File: src/rtl/hazard_flush_ctrl_pkg.sv
// Shared CPU definitions used by the hazard/flush controller, its hazard
// detector and the forwarding unit.
//   REG_W    : default register specifier width
//   REG_ZERO : the hard-wired zero register, which never creates a hazard
//   hz_state_t : stall sequencer states
package cpu_pkg;
   localparam int REG_W = 5;
   localparam logic [REG_W-1:0] REG_ZERO = '0;

   typedef enum logic [0:0] {
      RUN     = 1'b0,
      MC_WAIT = 1'b1
   } hz_state_t;
endpackage

File: src/rtl/hazard_flush_ctrl_if.sv
// Bundle between the ID stage and the hazard/flush controller.
//   master : pipeline side, drives ID/EX event inputs, receives stall/flush controls
//   slave  : controller side
// Optional macro HAZ_PERF_CNT_EN adds the stall_cycles / flush_events counters.
interface hazard_flush_ctrl_if #(
   parameter int REG_W = cpu_pkg::REG_W
);
   logic [REG_W-1:0] id_rs;
   logic [REG_W-1:0] id_rt;
   logic             idex_memread;
   logic [REG_W-1:0] idex_rt;
   logic             id_branch_taken;
   logic             id_jump;
   logic             mc_start;
   logic             pc_write;
   logic             ifid_write;
   logic             if_flush;
   logic             idex_bubble;
   logic             mc_busy;
`ifdef HAZ_PERF_CNT_EN
   logic [31:0]      stall_cycles;
   logic [31:0]      flush_events;
`endif

   modport master (
      output id_rs, id_rt, idex_memread, idex_rt, id_branch_taken, id_jump, mc_start,
`ifdef HAZ_PERF_CNT_EN
      input  stall_cycles, flush_events,
`endif
      input  pc_write, ifid_write, if_flush, idex_bubble, mc_busy
   );

   modport slave (
      input  id_rs, id_rt, idex_memread, idex_rt, id_branch_taken, id_jump, mc_start,
`ifdef HAZ_PERF_CNT_EN
      output stall_cycles, flush_events,
`endif
      output pc_write, ifid_write, if_flush, idex_bubble, mc_busy
   );
endinterface

File: src/rtl/hazard_flush_ctrl_hazard_detect.sv
// Purely combinational load-use detector. Shared with the forwarding unit.
//   id_rs, id_rt  : source specifiers of the instruction in ID
//   idex_memread  : instruction in EX is a load
//   idex_rt       : load destination in EX
//   load_use      : ID consumes the register the EX load is still fetching
module hazard_detect
   import cpu_pkg::*;
#(
   parameter int REG_W = cpu_pkg::REG_W
) (
   input  logic [REG_W-1:0] id_rs,
   input  logic [REG_W-1:0] id_rt,
   input  logic             idex_memread,
   input  logic [REG_W-1:0] idex_rt,
   output logic             load_use
);
   // The zero register is constant, so a load "targeting" it never stalls.
   assign load_use = idex_memread
                   & (idex_rt != REG_W'(REG_ZERO))
                   & ((idex_rt == id_rs) | (idex_rt == id_rt));
endmodule

File: src/rtl/hazard_flush_ctrl.sv
// Pipeline hazard and flush controller sitting in ID. Drives PC write-enable,
// IF/ID write-enable and flush, and the ID/EX bubble insert. Handles load-use
// stalls, taken branch/jump flushes and fixed-latency multi-cycle EX ops.
//   clk, reset : clock, synchronous active-high reset
//   hz (slave) : ID event inputs and stall/flush outputs (see hazard_flush_ctrl_if)
// Outputs are combinational from state and inputs (no added latency).
// Optional macro HAZ_PERF_CNT_EN adds stall_cycles / flush_events counters.
module hazard_flush_ctrl
   import cpu_pkg::*;
#(
   parameter int REG_W  = cpu_pkg::REG_W,
   parameter int MC_LAT = 4,
   parameter int CNT_W  = 3
) (
   input  logic                 clk,
   input  logic                 reset,
   hazard_flush_ctrl_if.slave   hz
);
   // Counter holds "remaining stall cycles minus one", so MC_LAT fits in CNT_W bits.
   localparam logic [CNT_W-1:0] MC_LOAD = CNT_W'(MC_LAT - 1);

   hz_state_t        state_reg;
   logic [CNT_W-1:0] cnt_reg;
   logic             load_use;
   logic             redirect;

   hazard_detect #(.REG_W(REG_W)) u_detect (
      .id_rs        (hz.id_rs),
      .id_rt        (hz.id_rt),
      .idex_memread (hz.idex_memread),
      .idex_rt      (hz.idex_rt),
      .load_use     (load_use)
   );

   assign redirect = hz.id_branch_taken | hz.id_jump;

   always_ff @(posedge clk) begin
      if (reset) begin
         state_reg <= RUN;
         cnt_reg   <= '0;
      end else begin
         case (state_reg)
            RUN: begin
               // A load-use stall holds the mc op in ID; it restarts next cycle.
               if (!load_use && hz.mc_start) begin
                  state_reg <= MC_WAIT;
                  cnt_reg   <= MC_LOAD;
               end
            end
            MC_WAIT: begin
               if (cnt_reg == '0) state_reg <= RUN;
               else               cnt_reg   <= cnt_reg - 1'b1;
            end
            default: state_reg <= RUN;
         endcase
      end
   end

   always_comb begin
      hz.pc_write    = 1'b1;
      hz.ifid_write  = 1'b1;
      hz.if_flush    = 1'b0;
      hz.idex_bubble = 1'b0;
      hz.mc_busy     = 1'b0;
      // Reset drops any stall in the same cycle.
      if (!reset) begin
         if (state_reg == MC_WAIT) begin
            hz.pc_write    = 1'b0;
            hz.ifid_write  = 1'b0;
            hz.idex_bubble = 1'b1;
            hz.mc_busy     = 1'b1;
         end else if (load_use) begin
            hz.pc_write    = 1'b0;
            hz.ifid_write  = 1'b0;
            hz.idex_bubble = 1'b1;
         end else if (redirect) begin
            // Flush dominates write in IF/ID; PC loads the target.
            hz.if_flush    = 1'b1;
         end
      end
   end

`ifdef HAZ_PERF_CNT_EN
   logic [31:0] stall_cycles_reg;
   logic [31:0] flush_events_reg;

   always_ff @(posedge clk) begin
      if (reset) begin
         stall_cycles_reg <= '0;
         flush_events_reg <= '0;
      end else begin
         if (!hz.pc_write) stall_cycles_reg <= stall_cycles_reg + 32'd1;
         if (hz.if_flush)  flush_events_reg <= flush_events_reg + 32'd1;
      end
   end

   assign hz.stall_cycles = stall_cycles_reg;
   assign hz.flush_events = flush_events_reg;
`endif
endmodule

File: src/flat_wrapper.sv
// flat-port wrapper written by rule: the top's interface ports become plain ports
module hazard_flush_ctrl_flat import cpu_pkg::*;
#(
   parameter int REG_W  = cpu_pkg::REG_W,
   parameter int MC_LAT = 4,
   parameter int CNT_W  = 3
)
  (clk, reset, hz_id_rs, hz_id_rt, hz_idex_memread, hz_idex_rt, hz_id_branch_taken, hz_id_jump, hz_mc_start, hz_pc_write, hz_ifid_write, hz_if_flush, hz_idex_bubble, hz_mc_busy);
  hazard_flush_ctrl_if #(.REG_W(REG_W)) hz_i ();
  input  logic clk;
  input  logic reset;
  input wire logic [$bits(hz_i.id_rs)-1:0] hz_id_rs;
  input wire logic [$bits(hz_i.id_rt)-1:0] hz_id_rt;
  input wire logic [$bits(hz_i.idex_memread)-1:0] hz_idex_memread;
  input wire logic [$bits(hz_i.idex_rt)-1:0] hz_idex_rt;
  input wire logic [$bits(hz_i.id_branch_taken)-1:0] hz_id_branch_taken;
  input wire logic [$bits(hz_i.id_jump)-1:0] hz_id_jump;
  input wire logic [$bits(hz_i.mc_start)-1:0] hz_mc_start;
  output wire logic [$bits(hz_i.pc_write)-1:0] hz_pc_write;
  output wire logic [$bits(hz_i.ifid_write)-1:0] hz_ifid_write;
  output wire logic [$bits(hz_i.if_flush)-1:0] hz_if_flush;
  output wire logic [$bits(hz_i.idex_bubble)-1:0] hz_idex_bubble;
  output wire logic [$bits(hz_i.mc_busy)-1:0] hz_mc_busy;
  assign hz_i.id_rs = hz_id_rs;
  assign hz_i.id_rt = hz_id_rt;
  assign hz_i.idex_memread = hz_idex_memread;
  assign hz_i.idex_rt = hz_idex_rt;
  assign hz_i.id_branch_taken = hz_id_branch_taken;
  assign hz_i.id_jump = hz_id_jump;
  assign hz_i.mc_start = hz_mc_start;
  assign hz_pc_write = hz_i.pc_write;
  assign hz_ifid_write = hz_i.ifid_write;
  assign hz_if_flush = hz_i.if_flush;
  assign hz_idex_bubble = hz_i.idex_bubble;
  assign hz_mc_busy = hz_i.mc_busy;
  hazard_flush_ctrl #(.REG_W(REG_W), .MC_LAT(MC_LAT), .CNT_W(CNT_W)) u_core (.clk(clk), .reset(reset), .hz(hz_i));
endmodule
File: config.mk
export PLATFORM = sky130hd
export DESIGN_NAME = hazard_flush_ctrl_flat
export DESIGN_NICKNAME = d
export VERILOG_FILES = /design/src/rtl/hazard_flush_ctrl_pkg.sv /design/src/rtl/hazard_flush_ctrl_if.sv /design/src/rtl/hazard_flush_ctrl_hazard_detect.sv /design/src/rtl/hazard_flush_ctrl.sv /design/src/flat_wrapper.sv
export SDC_FILE = /design/constraint.sdc
export NUM_CORES = 1
export LEC_CHECK = 0
export BUFFER_PORTS_ARGS = -buffer_cell sky130_fd_sc_hd__buf_2
export CAP_MARGIN = 20
export CORE_AREA = 2 2 39 41
export CTS_CLUSTER_DIAMETER = 40
export CTS_CLUSTER_SIZE = 40
export DETAILED_ROUTE_END_ITERATION = 8
export DIE_AREA = 0 0 41 43
export PLACE_DENSITY_LB_ADDON = 0.1
export SYNTH_ARGS = -nofsm -noshare
export SYNTH_HDL_FRONTEND = slang
export SYNTH_SLANG_ARGS = --single-unit
File: constraint.sdc
create_clock -name clk -period 1.19 [get_ports clk]
set_input_delay 0.0595 -clock clk [delete_from_list [all_inputs] [get_ports clk]]
set_output_delay 0.0595 -clock clk [all_outputs]
set_load 0.02 [all_outputs]
## Yosys cells after proc, flatten, opt, wreduce, memory -nomap -nowiden

Cells that the tools add are included.

- $add $sub $neg: 1
- Eq/ne operators: 4
- Muxes and demuxes: 18
- Bitwise gates (word level): 5
- Reduce and logical (&&, ||, !) cells: 5

Operators with widths:

| operator | count |
|---|---|
| 1-bit 2-to-1 mux | 14 |
| 5-bit == test | 2 |
| 3-bit 2-to-1 mux | 2 |
| 3-bit case mux with 2 select lines | 1 |
| 5-bit nonzero test | 1 |
| 3-bit zero test | 1 |
| 3-bit by 1-bit subtractor with 3-bit output (second input constant) | 1 |
| 1-bit bitwise AND | 2 |
| 2-bit by 1-bit != test with 1-bit output (second input constant) | 1 |
| 2-bit != test (second input constant) | 1 |
| 1-bit bitwise OR | 2 |
| 1-bit case mux with 2 select lines | 1 |
| 2-bit AND reduction | 1 |
| 1-bit logical AND | 1 |
| 1-bit zero test | 1 |
| 1-bit NOT | 1 |

- Bits in registers: 4
- Input bits: 21
- Output and inout port bits: 5

## Logic depth before layout (Yosys ltp)

Gate-level depths: netlist of the first run.

- Depth after elaboration: 7
- Mapped depth: 7
- Gate-level depth less buffers: 7

## Cells and area by module

A second synthesis of the first run with hierarchy kept.

- Cell total of the unflattened synthesis: 43
- Area, all modules: 354.1 µm²

Modules (own cells, without submodules):

| module | times used | cells each | area an instance (µm²) | seq. area each (µm²) |
|---|---|---|---|---|
| hazard_flush_ctrl | 1 | 26 | 229.0 | 80.1 |
| hazard_detect | 1 | 17 | 125.1 | 0.0 |

## Worst setup path after synthesis of the first run

OpenSTA, ideal clock, no wires.

- Path kind: in2out
- From: input hz_idex_rt[1]
- To: output hz_if_flush
- Data arrival time: 1525 ps
- Required time: 1131 ps
- Setup slack: -394 ps
- Stages: 4
- Path through: or4_1 -> o21ai_2 -> nor2b_2 -> nor4_1

- Longest elaborated chain between the ends: 6
- Elaborated cells on any way between the ends: 9
- Classes of those cells: 2 x eq/ne; 3 x mux; 3 x bitwise; 1 x reduce/logical

Ends and longest elaborated chain:

| what | line | RTL |
|---|---|---|
| from (decl) | flat_wrapper.sv:15 | `input wire logic [$bits(hz_i.idex_rt)-1:0] hz_idex_rt;` |
| 5-bit == test or 5-bit nonzero test (tied branches) | hazard_flush_ctrl_hazard_detect.sv:20, hazard_flush_ctrl_hazard_detect.sv:19 |  |
| 1-bit bitwise OR or 1-bit bitwise AND (tied branches) | hazard_flush_ctrl_hazard_detect.sv:20, hazard_flush_ctrl_hazard_detect.sv:19 |  |
| 1-bit bitwise AND (*) | hazard_flush_ctrl_hazard_detect.sv:20 | `& ((idex_rt == id_rs) \| (idex_rt == id_rt));` |
| 1-bit 2-to-1 mux (*) | hazard_flush_ctrl.sv:72 | `end else if (load_use) begin` |
| 1-bit 2-to-1 mux (*) | hazard_flush_ctrl.sv:67 | `if (state_reg == MC_WAIT) begin` |
| 1-bit 2-to-1 mux (*) | hazard_flush_ctrl.sv:66 | `if (!reset) begin` |
| to (decl) | flat_wrapper.sv:21 | `output wire logic [$bits(hz_i.if_flush)-1:0] hz_if_flush;` |

Mark *: on every way between the ends. The rest lies on a longest branch, timed or not.

## Worst setup path in the final report of the first run

- From: input hz_idex_rt[2]
- To: output hz_idex_bubble

- Longest elaborated chain between the ends: 6
- Elaborated cells on any way between the ends: 9
- Classes of those cells: 2 x eq/ne; 3 x mux; 3 x bitwise; 1 x reduce/logical

Ends and longest elaborated chain:

| what | line | RTL |
|---|---|---|
| 5-bit == test or 5-bit nonzero test (tied branches) | hazard_flush_ctrl_hazard_detect.sv:20, hazard_flush_ctrl_hazard_detect.sv:19 |  |
| 1-bit bitwise OR or 1-bit bitwise AND (tied branches) | hazard_flush_ctrl_hazard_detect.sv:20, hazard_flush_ctrl_hazard_detect.sv:19 |  |
| 1-bit bitwise AND (*) | hazard_flush_ctrl_hazard_detect.sv:20 |  |
| 1-bit 2-to-1 mux (*) | hazard_flush_ctrl.sv:72 |  |
| 1-bit 2-to-1 mux (*) | hazard_flush_ctrl.sv:67 |  |
| 1-bit 2-to-1 mux (*) | hazard_flush_ctrl.sv:66 |  |
| to (decl) | flat_wrapper.sv:22 | `output wire logic [$bits(hz_i.idex_bubble)-1:0] hz_idex_bubble;` |

Marked as above.

==> results of run 1 <==
==> where the power goes <==
part / switching, uW / internal [uW]
logic: 142 / 183
clock network: 53.9 / 113
registers: 9.54 / 152
==> repair_timing <==
action                                  CTS  global route
endpoints found under the setup margin    8             8
gates resized for setup                  16             5
hold endpoints to repair                  0             0
pin swaps                                 7             8
buffers inserted                          1             2
==> logic make-up (layout without fill, tap and decap cells) <==
logic type	Yosys count	count (layout)
flip-flops	4	4
AND/OR/NAND/NOR	14	14
AO/OA/AOI/OAI	12	12
adder cells (fa/ha/maj)	2	2
buffers and inverters	5	42
XOR/XNOR	10	10
==> worst min-delay path by stage <==
stage          startpoint                 to  slack (ns)  cells past startpoint
2_1_floorplan       reset  u_core.cnt_reg[2]        0.13                      1
3_3_place_gp        reset  u_core.cnt_reg[2]        0.35                      2
3_5_place_dp        reset  u_core.cnt_reg[2]        0.36                      2
4_1_cts             reset  u_core.cnt_reg[2]        0.10                      2
5_1_grt             reset  u_core.cnt_reg[2]        0.13                      2
6_report            reset  u_core.cnt_reg[2]        0.12                      2
==> cells in the final DEF (no fill, tap or decap), drive strengths merged <==
cell type | synthesis | final
a21oi | 6 | 6
and2b | 1 | 1
buf | 1 | 35
clkbuf | 0 | 3
dfxtp | 4 | 4
ha | 2 | 2
inv | 4 | 4
nand2 | 2 | 2
nand3 | 2 | 2
nor2 | 4 | 4
nor2b | 1 | 1
nor3 | 1 | 1
nor4 | 1 | 1
o21a | 2 | 2
o21ai | 1 | 1
o21ba | 1 | 1
o21bai | 1 | 1
o22ai | 1 | 1
or4 | 1 | 1
or4b | 1 | 1
xnor2 | 10 | 10
==> metrics by stage <==
| stage | std cells | cell area, um^2 |
|---|---|---|
| floorplan | 47 | 444 |
| global placement | 94 | 631 |
| detailed placement | 94 | 631 |
| CTS | 98 | 716 |
| global route | 100 | 763 |
| finish | 100 | 763 |
==> layout make-up <==
cell class / count / area (um^2) / area share (%)
inverter: 4 / 15.0 / 1.97
sequential: 4 / 82.6 / 10.8
clock buffer: 3 / 22.5 / 2.95
timing repair buffer: 35 / 235 / 30.8
multi-input combinational: 38 / 388 / 50.8
tap: 16 / 20.0 / 2.62
==> metal layers <==
metal	wire length (um)	part of all wire (%)
met1	367	37
met2	550	55
met3	82	8.2
met4	0	0
met5	0	0
==> out/metrics.cfg, run 1 <==
[detailed_routing]
viasPerCell = 4.52
vias = 452
first_pass_iters = 2
drc = 0
wirelength_um = 1000
ant_nets = 0
initialDrtViolationCount = 1
routedWlPerCell_um = 10.0

[floorplanning]
fp-row-count = 14
dieArea_um2 = 1760
die_w_um = 41
die_h_um = 43
start_util_pct = 27.7
ioPinCount = 26
coreArea_um2 = 1380

[yosys]
synth-compound-area-share_pct = 22.9
synth-xor-area-share_pct = 22.9
syn_area_per_cell_um2 = 8.15
netlist_area_um2 = 383
synth_adder_area_share_pct = 6.54
synth_most_common_cell = xnor2_1
synthDistinctLibCells = 22
ys_seq_elements = 4
synthCells = 47
yosys.area.top_type = xnor2_1
synthTopCellsByCount = xnor2_1, a21oi_1, dfxtp_1, inv_1, nor2_1
async_flop_share_pct = 0
synth_warnings = 0
synthFlopType = dfxtp_1
ys_top_cells_by_area = xnor2_1, dfxtp_1, a21oi_1, ha_1, inv_1
muxShareOfSynthArea_pct = 0
synth-seq-area-share_pct = 20.9
synth_nets = 70
synth_top_family_by_area = XOR/XNOR gates
synth_edf_count = 0
yosys.area.top_type_share_pct = 22.9
yosys.area_share.simple_pct = 20.9

[grt]
met2_usage_pct = 24.1
grt_pass1_vias = 436
grt.total_usage_pct = 13.0
grtUsageMet1_pct = 13.1
top_usage_layer = met2
use_met3_pct = 1.57
grt_max_degree = 9
overflow = 0
grt_pass1_wl_um = 1580
antenna_found_initial = 0

[placement]
gp_congestion = 0.590
port_buffers = 25
post-place-ws_ns = -0.218
detailed_place_hpwl_um = 761

[critical_path]
path_buf_inv = 2
critical_path.max_fanout = 3
slowest_stage = or4_4
worst-endpoint-required_ns = 1.13
startpoint_type = input pin
crit_start = hz_idex_rt[2]
crit_type = input pin to primary output
crit_cells = 6
regToRegEndpoint = u_core.cnt_reg[1]
timing.rr.start = u_core.cnt_reg[1]
cp_slowest_stage_delay_ns = 0.53
path_cells = buf_8 -> or4_4 -> o21ai_4 -> nor2b_4 -> o21ba_4 -> buf_6
crit_family = simple AND/OR/NAND/NOR gates
rrSetupSlack_ns = -0.01
crit_end = hz_idex_bubble
end_kind = primary output
rr_worst_depth = 7
critPathArrivalTime_ns = 1.26

[sta]
max_slew_margin_pct = 87.4
worst_slew_pin_slew_ns = 0.188
drv_slew = 0
finalSetupTns_ns = -0.396
min_period_ns = 1.32
hold_violations = 0
setup_ws_ns = -0.127
fin_worst_skew_ns = 0.00161
fmax_ghz = 0.759
finalSetupViolations = 5
rsz0062_at_grt = true
finalCritPeriodShare_pct = 111
whs_ns = 0.123

[outcome]
violations = setup timing
status = finished with violations

[cells_and_area]
largest_reg_flops = 3
drive_gt1_share_pct = 69.0
n_antenna_cell = 0
area.growth.synth_to_final_pct = 99.3
nets = 109
post-route-util_pct = 55.2
fill_cells = 126

[pwr]
power_uw = 652
ir_worst_vdd_v = 0.000330
p_leak_uw = 0.000329
power_density_nw_per_um2 = 855

[clock_tree]
clk_pin_slew_ns = 0.04
clk_latency_ns = 0.23
cts_buffers = 3
cts_tree = built
htreeDepth = 1
cts_buffer_depth = 2
root_buffer = clkbuf_4
holdBufCountCts = 0
clkSinkCount = 4

[job]
max-cap-violations = 0

[worst_hold_path]
min_path_type = input pin to flip-flop

(Power assumes the default switching activity.)
==> inputs of run 2 (changes only) <==
Settings changed: SYNTH_HIERARCHICAL set to 1.
==> run 2 against run 1 <==
  * The flow still finishes with violations (setup timing)
  * Synthesized cell count decreased by 8.5%
  * Design area down 11%
  * Power is 11% lower
  * Highest routed layer unchanged
==> out/metrics.cfg, run 2 <==
[cells_and_area]
fill_cells = 139
final_cell_mix = buf_2, buf_6, buf_4
area.growth.synth_to_final_pct = 91.5
largest_reg_flops = 3
fin_area_um2 = 678
multiInputGateArea_um2 = 290
layout_commonest_cell = buf_2
n_antenna_cell = 0
regArea_um2 = 81.3
drive_gt1_share_pct = 64.6
nets = 104

[yosys]
synth_warnings = 6
synthDistinctLibCells = 22
synth-seq-area-share_pct = 22.6
synth_edf_count = 0
synthTopCellsByCount = xor2_1, dfxtp_1, inv_1, nor2_1, xnor2_1
synth_nets = 66
synthCells = 43
syn_area_per_cell_um2 = 8.23
ys_seq_elements = 4
ys_top_cells_by_area = dfxtp_1, xor2_1, xnor2_1, ha_1, a221oi_2
netlist_area_um2 = 354
async_flop_share_pct = 0
synthFlopType = dfxtp_1
yosys.area.top_type = dfxtp_1
synth_most_common_cell = xor2_1
yosys.area.top_type_share_pct = 22.6

[sta]
fmax_ghz = 0.728
finalSetupViolations = 8
worst_slew_pin_slew_ns = 0.262
rsz0062_at_grt = true
fin_worst_skew_ns = 0.00218
hold_violations = 0
max_slew_margin_pct = 82.3
finalSetupTns_ns = -0.887
drv_slew = 0
finalCritPeriodShare_pct = 115
min_period_ns = 1.37
setup_ws_ns = -0.183

[critical_path]
worst-endpoint-required_ns = 1.13
crit_type = input pin to primary output
critPathArrivalTime_ns = 1.31
path_cells = buf_6 -> or4_4 -> o21ai_4 -> a21oi_2 -> nor2_2 -> o21ai_2 -> nor2_2 -> buf_6
crit_end = hz_if_flush
cp_slowest_stage_delay_ns = 0.53
timing.rr.start = u_core/cnt_reg[0]
critical_path.max_fanout = 2
regToRegEndpoint = u_core/cnt_reg[1]
rrSetupSlack_ns = -0.16
slowest_stage = or4_4
startpoint_type = input pin
rr_worst_depth = 6
crit_start = hz_idex_rt[1]
end_kind = primary output

[detailed_routing]
ant_nets = 0
first_pass_iters = 4
initialDrtViolationCount = 4
wirelength_um = 904
drc = 0
routedWlPerCell_um = 9.52
vias = 414
viasPerCell = 4.36

[pwr]
ir_worst_vdd_v = 0.000245
power_density_nw_per_um2 = 856
power_uw = 581
p_leak_uw = 0.000324

[worst_hold_path]
min_path_type = input pin to flip-flop

[clock_tree]
clk_latency_ns = 0.23
root_buffer = clkbuf_4
cts_tree = built
clk_pin_slew_ns = 0.03
htreeDepth = 1
holdBufCountCts = 0
cts_buffers = 3
clkSinkCount = 4
cts_buffer_depth = 2

[outcome]
violations = setup timing
status = finished with violations

[grt]
grt.total_usage_pct = 11.2
met2_usage_pct = 19.4
top_usage_layer = met2
antenna_found_initial = 0
grt_pass1_vias = 381
grt_pass1_wl_um = 1390
use_met3_pct = 0
grtUsageMet1_pct = 13.1
grt_max_degree = 9
overflow = 0

[placement]
gp_congestion = 0.638
detailed_place_hpwl_um = 715
port_buffers = 25
postPlaceCellArea_um2 = 557
post-place-ws_ns = -0.332

[floorplanning]
ioPinCount = 26
die_w_um = 41
dieArea_um2 = 1760
die_h_um = 43
start_util_pct = 25.6
coreArea_um2 = 1380
fp-row-count = 14

[job]
max-cap-violations = 0

[run 2: power breakdown]
group	leakage, uW	internal (uW)	switching, uW
Sequential	0.0000334	150	8.91
Combinational	0.000277	150	113
Clock	0.0000138	112	45.9
Total	0.000324	413	168
[run 2: layout make-up]
type,instances,share of cell area [%]
multi-input cells,34,42.8
repair buffers,34,36.7
clock buffers,3,3.32
flip-flops and latches,4,12.0
well taps,16,2.95
inverters,4,2.21
[run 2: what timing repair did]
action	in CTS	in global routing
pin swaps	7	13
setup buffers	1	0
resized for setup	13	11
setup endpoints to repair	8	8
[run 2: metal layers]
| metal | wire, um | up-vias |
|---|---|---|
| met2 | 465 | 17 |
| met3 | 68 | 0 |
| met4 | 0 | 0 |
| met1 | 370 | 180 |
| met5 | 0 | - |
| li1 | - | 217 |
[run 2: critical path, delay by kind of cell]
kind            cells  cell delay [ns]
simple gates        3             0.77
buf+inv             2             0.22
compound gates      3             0.26
[run 2: per-stage QoR]
| step | hold slack [ns] | util [%] | instances |
|---|---|---|---|
| 2_1_floorplan | 0.126 | - | 43 |
| 3_3_place_gp | 0.350 | 40.2 | 91 |
| 3_5_place_dp | 0.348 | 40.2 | 91 |
| 4_1_cts | 0.109 | 45.3 | 95 |
| 5_1_grt | 0.121 | 49.0 | 95 |
| 6_report | 0.116 | 49.0 | 95 |
[run 2: worst min-delay path by stage]
stage	slack (ns)	depth (start not counted)	endpoint	start
6_report	0.12	2	u_core/cnt_reg[1]	reset
5_1_grt	0.12	2	u_core/cnt_reg[1]	reset
4_1_cts	0.11	2	u_core/cnt_reg[1]	reset
3_5_place_dp	0.35	2	u_core/cnt_reg[1]	reset
3_3_place_gp	0.35	2	u_core/cnt_reg[1]	reset
2_1_floorplan	0.13	1	u_core/cnt_reg[1]	reset
[run 2: cell families after synthesis]
logic type | share of synthesized area, %
AO/OA/AOI/OAI | 14.5
XOR/XNOR | 24.7
adder cells (fa/ha/maj) | 7.07
buffers and inverters | 6.36
flip-flops | 22.6
AND/OR/NAND/NOR | 24.7
==> inputs of run 3 (changes only) <==
Clock period 1.19 ns to 1.54 ns, I/O delays scaled along.
==> run 3 against run 2 <==
  * The run now ends clean
  * Cell count down 8.4%
  * Clock skew up 0.0013 ns
  * Power down 32%
  * Critical path type unchanged
  * Highest routed layer unchanged
==> out/metrics.cfg, run 3 (synthesized netlist as in run 2, its figures left out) <==
[clock_tree]
cts_buffers = 3
htreeDepth = 1
cts_setup_buffers = 0
cts_tree = built
holdBufCountCts = 0
ctsResizeCount = 0
cts_buffer_depth = 2
clk_latency_ns = 0.23
root_buffer = clkbuf_4
clk_pin_slew_ns = 0.04
clkSinkCount = 4

[critical_path]
cp_slowest_stage_delay_ns = 0.23
path_cells = buf_2 -> xor2_1 -> nor3_1 -> nand3_1 -> a21oi_2 -> nor2_2 -> or2_1 -> inv_1 -> buf_2
startpoint_type = input pin
critical_path.max_fanout = 3
worst-endpoint-required_ns = 1.46
critPathArrivalTime_ns = 1.33
timing.rr.start = u_core/cnt_reg[0]
slowest_stage = or2_1
rr_worst_depth = 6
crit_top_cell = buf_2
end_kind = primary output
crit_type = input pin to primary output
regToRegEndpoint = u_core/cnt_reg[1]
rrSetupSlack_ns = 0.18

[pwr]
ir_worst_vdd_v = 0.000245
p_sw_share_pct = 30.3
internal_power_uw = 275
p_sw_uw = 119
power_density_nw_per_um2 = 738
p_leak_uw = 0.000261
p_clk_share_pct = 31.8
power.share.combinational_pct = 37.3
power_frac_seq_pct = 30.9
power_uw = 394

[sta]
drv_slew = 0
hold_violations = 0
rsz0062_at_grt = false
fmax_ghz = 0.709
finalSetupViolations = 0
min_period_ns = 1.41
finalSetupTns_ns = 0
fin_worst_skew_ns = 0.00346
worst_slew_pin_slew_ns = 0.246
finalCritPeriodShare_pct = 91.6
max_slew_margin_pct = 83.4

[grt]
antenna_found_initial = 0
overflow = 0
grt_max_degree = 9
grt_pass1_vias = 331
grt_pass1_wl_um = 1230
grt.total_usage_pct = 10.1

[detailed_routing]
initialDrtViolationCount = 1
vias = 377
wirelength_um = 806
routedWlPerCell_um = 9.26
drc = 0
first_pass_iters = 3
viasPerCell = 4.33
ant_nets = 0

[placement]
port_buffers = 25
gp_congestion = 0.734
detailed_place_hpwl_um = 727

[cells_and_area]
n_antenna_cell = 0
layout_commonest_cell = buf_2
final_cell_mix = buf_2, xor2_1, inv_1, dfxtp_1, xnor2_1
area.growth.synth_to_final_pct = 50.9
largest_reg_flops = 3
nets = 96
drive_gt1_share_pct = 50.7
fill_cells = 149

[floorplanning]
fp-row-count = 14
dieArea_um2 = 1760
start_util_pct = 25.6
die_h_um = 43
ioPinCount = 26
die_w_um = 41
coreArea_um2 = 1380

[worst_hold_path]
min_path_type = input pin to flip-flop
whs_path_depth = 2
holdPathEnd = u_core/cnt_reg[1]
hold_start = reset

[outcome]
status = finished, final reports clean

[job]
max-cap-violations = 0

[run 3: area by class of cell]
type	instances	area (um^2)	area share [%]
multi-input cells	34	262	48.9
repair buffers	26	135	25.3
flip-flops and latches	4	80.1	15.0
clock buffers	3	22.5	4.22
well taps	16	20.0	3.75
inverters	4	15.0	2.81
[run 3: worst max path at each step]
stage | slack, ns | end | start | cells past startpoint
5_1_grt | 0.03 | hz_idex_bubble | hz_idex_rt[0] | 9
2_1_floorplan | 0.16 | hz_pc_write | hz_idex_rt[1] | 6
4_1_cts | 0.08 | hz_idex_bubble | hz_idex_rt[0] | 9
3_3_place_gp | 0.06 | u_core/cnt_reg[1] | hz_idex_rt[1] | 7
3_5_place_dp | 0.02 | u_core/cnt_reg[1] | hz_idex_rt[1] | 7
6_report | 0.13 | hz_idex_bubble | hz_idex_rt[0] | 9
[run 3: critical path, delay by kind of cell]
kind,cells,cell delay (ns)
buffers and inverters,3,0.33
xor gates and xnor gates,1,0.16
and+or+nand+nor,4,0.57
AOI/OAI and AO/OA,1,0.20
[run 3: per-stage QoR]
step	cells	cell area, um^2	hold WS (ns)	setup WS, ns	util, %
after global placement	84	499	0.352	0.0568	36.1
final	87	534	0.108	0.129	38.6
after CTS	87	522	0.108	0.0761	37.7
after detailed placement	84	499	0.358	0.0228	36.1
after floorplan	43	354	0.143	0.159	-
after global routing	87	534	0.124	0.0259	38.6
[run 3: per-layer routing]
| layer | track usage [%] | wire [um] | vias up |
|---|---|---|---|
| li1 | - | - | 202 |
| met1 | 11.1 | 308 | 156 |
| met2 | 17.8 | 430 | 19 |
| met3 | 1.57 | 67 | 0 |
| met4 | 4.00 | 0 | 0 |
| met5 | 0 | 0 | - |
[run 3: power by group through the flow]
stage | logic (uW) | clock network, uW | registers, uW
after global placement | 146 | 0 | 123
after CTS | 145 | 134 | 122
after floorplan | 89.9 | 0 | 122
after detailed placement | 144 | 0 | 123
after global routing | 164 | 137 | 124
final | 147 | 125 | 122
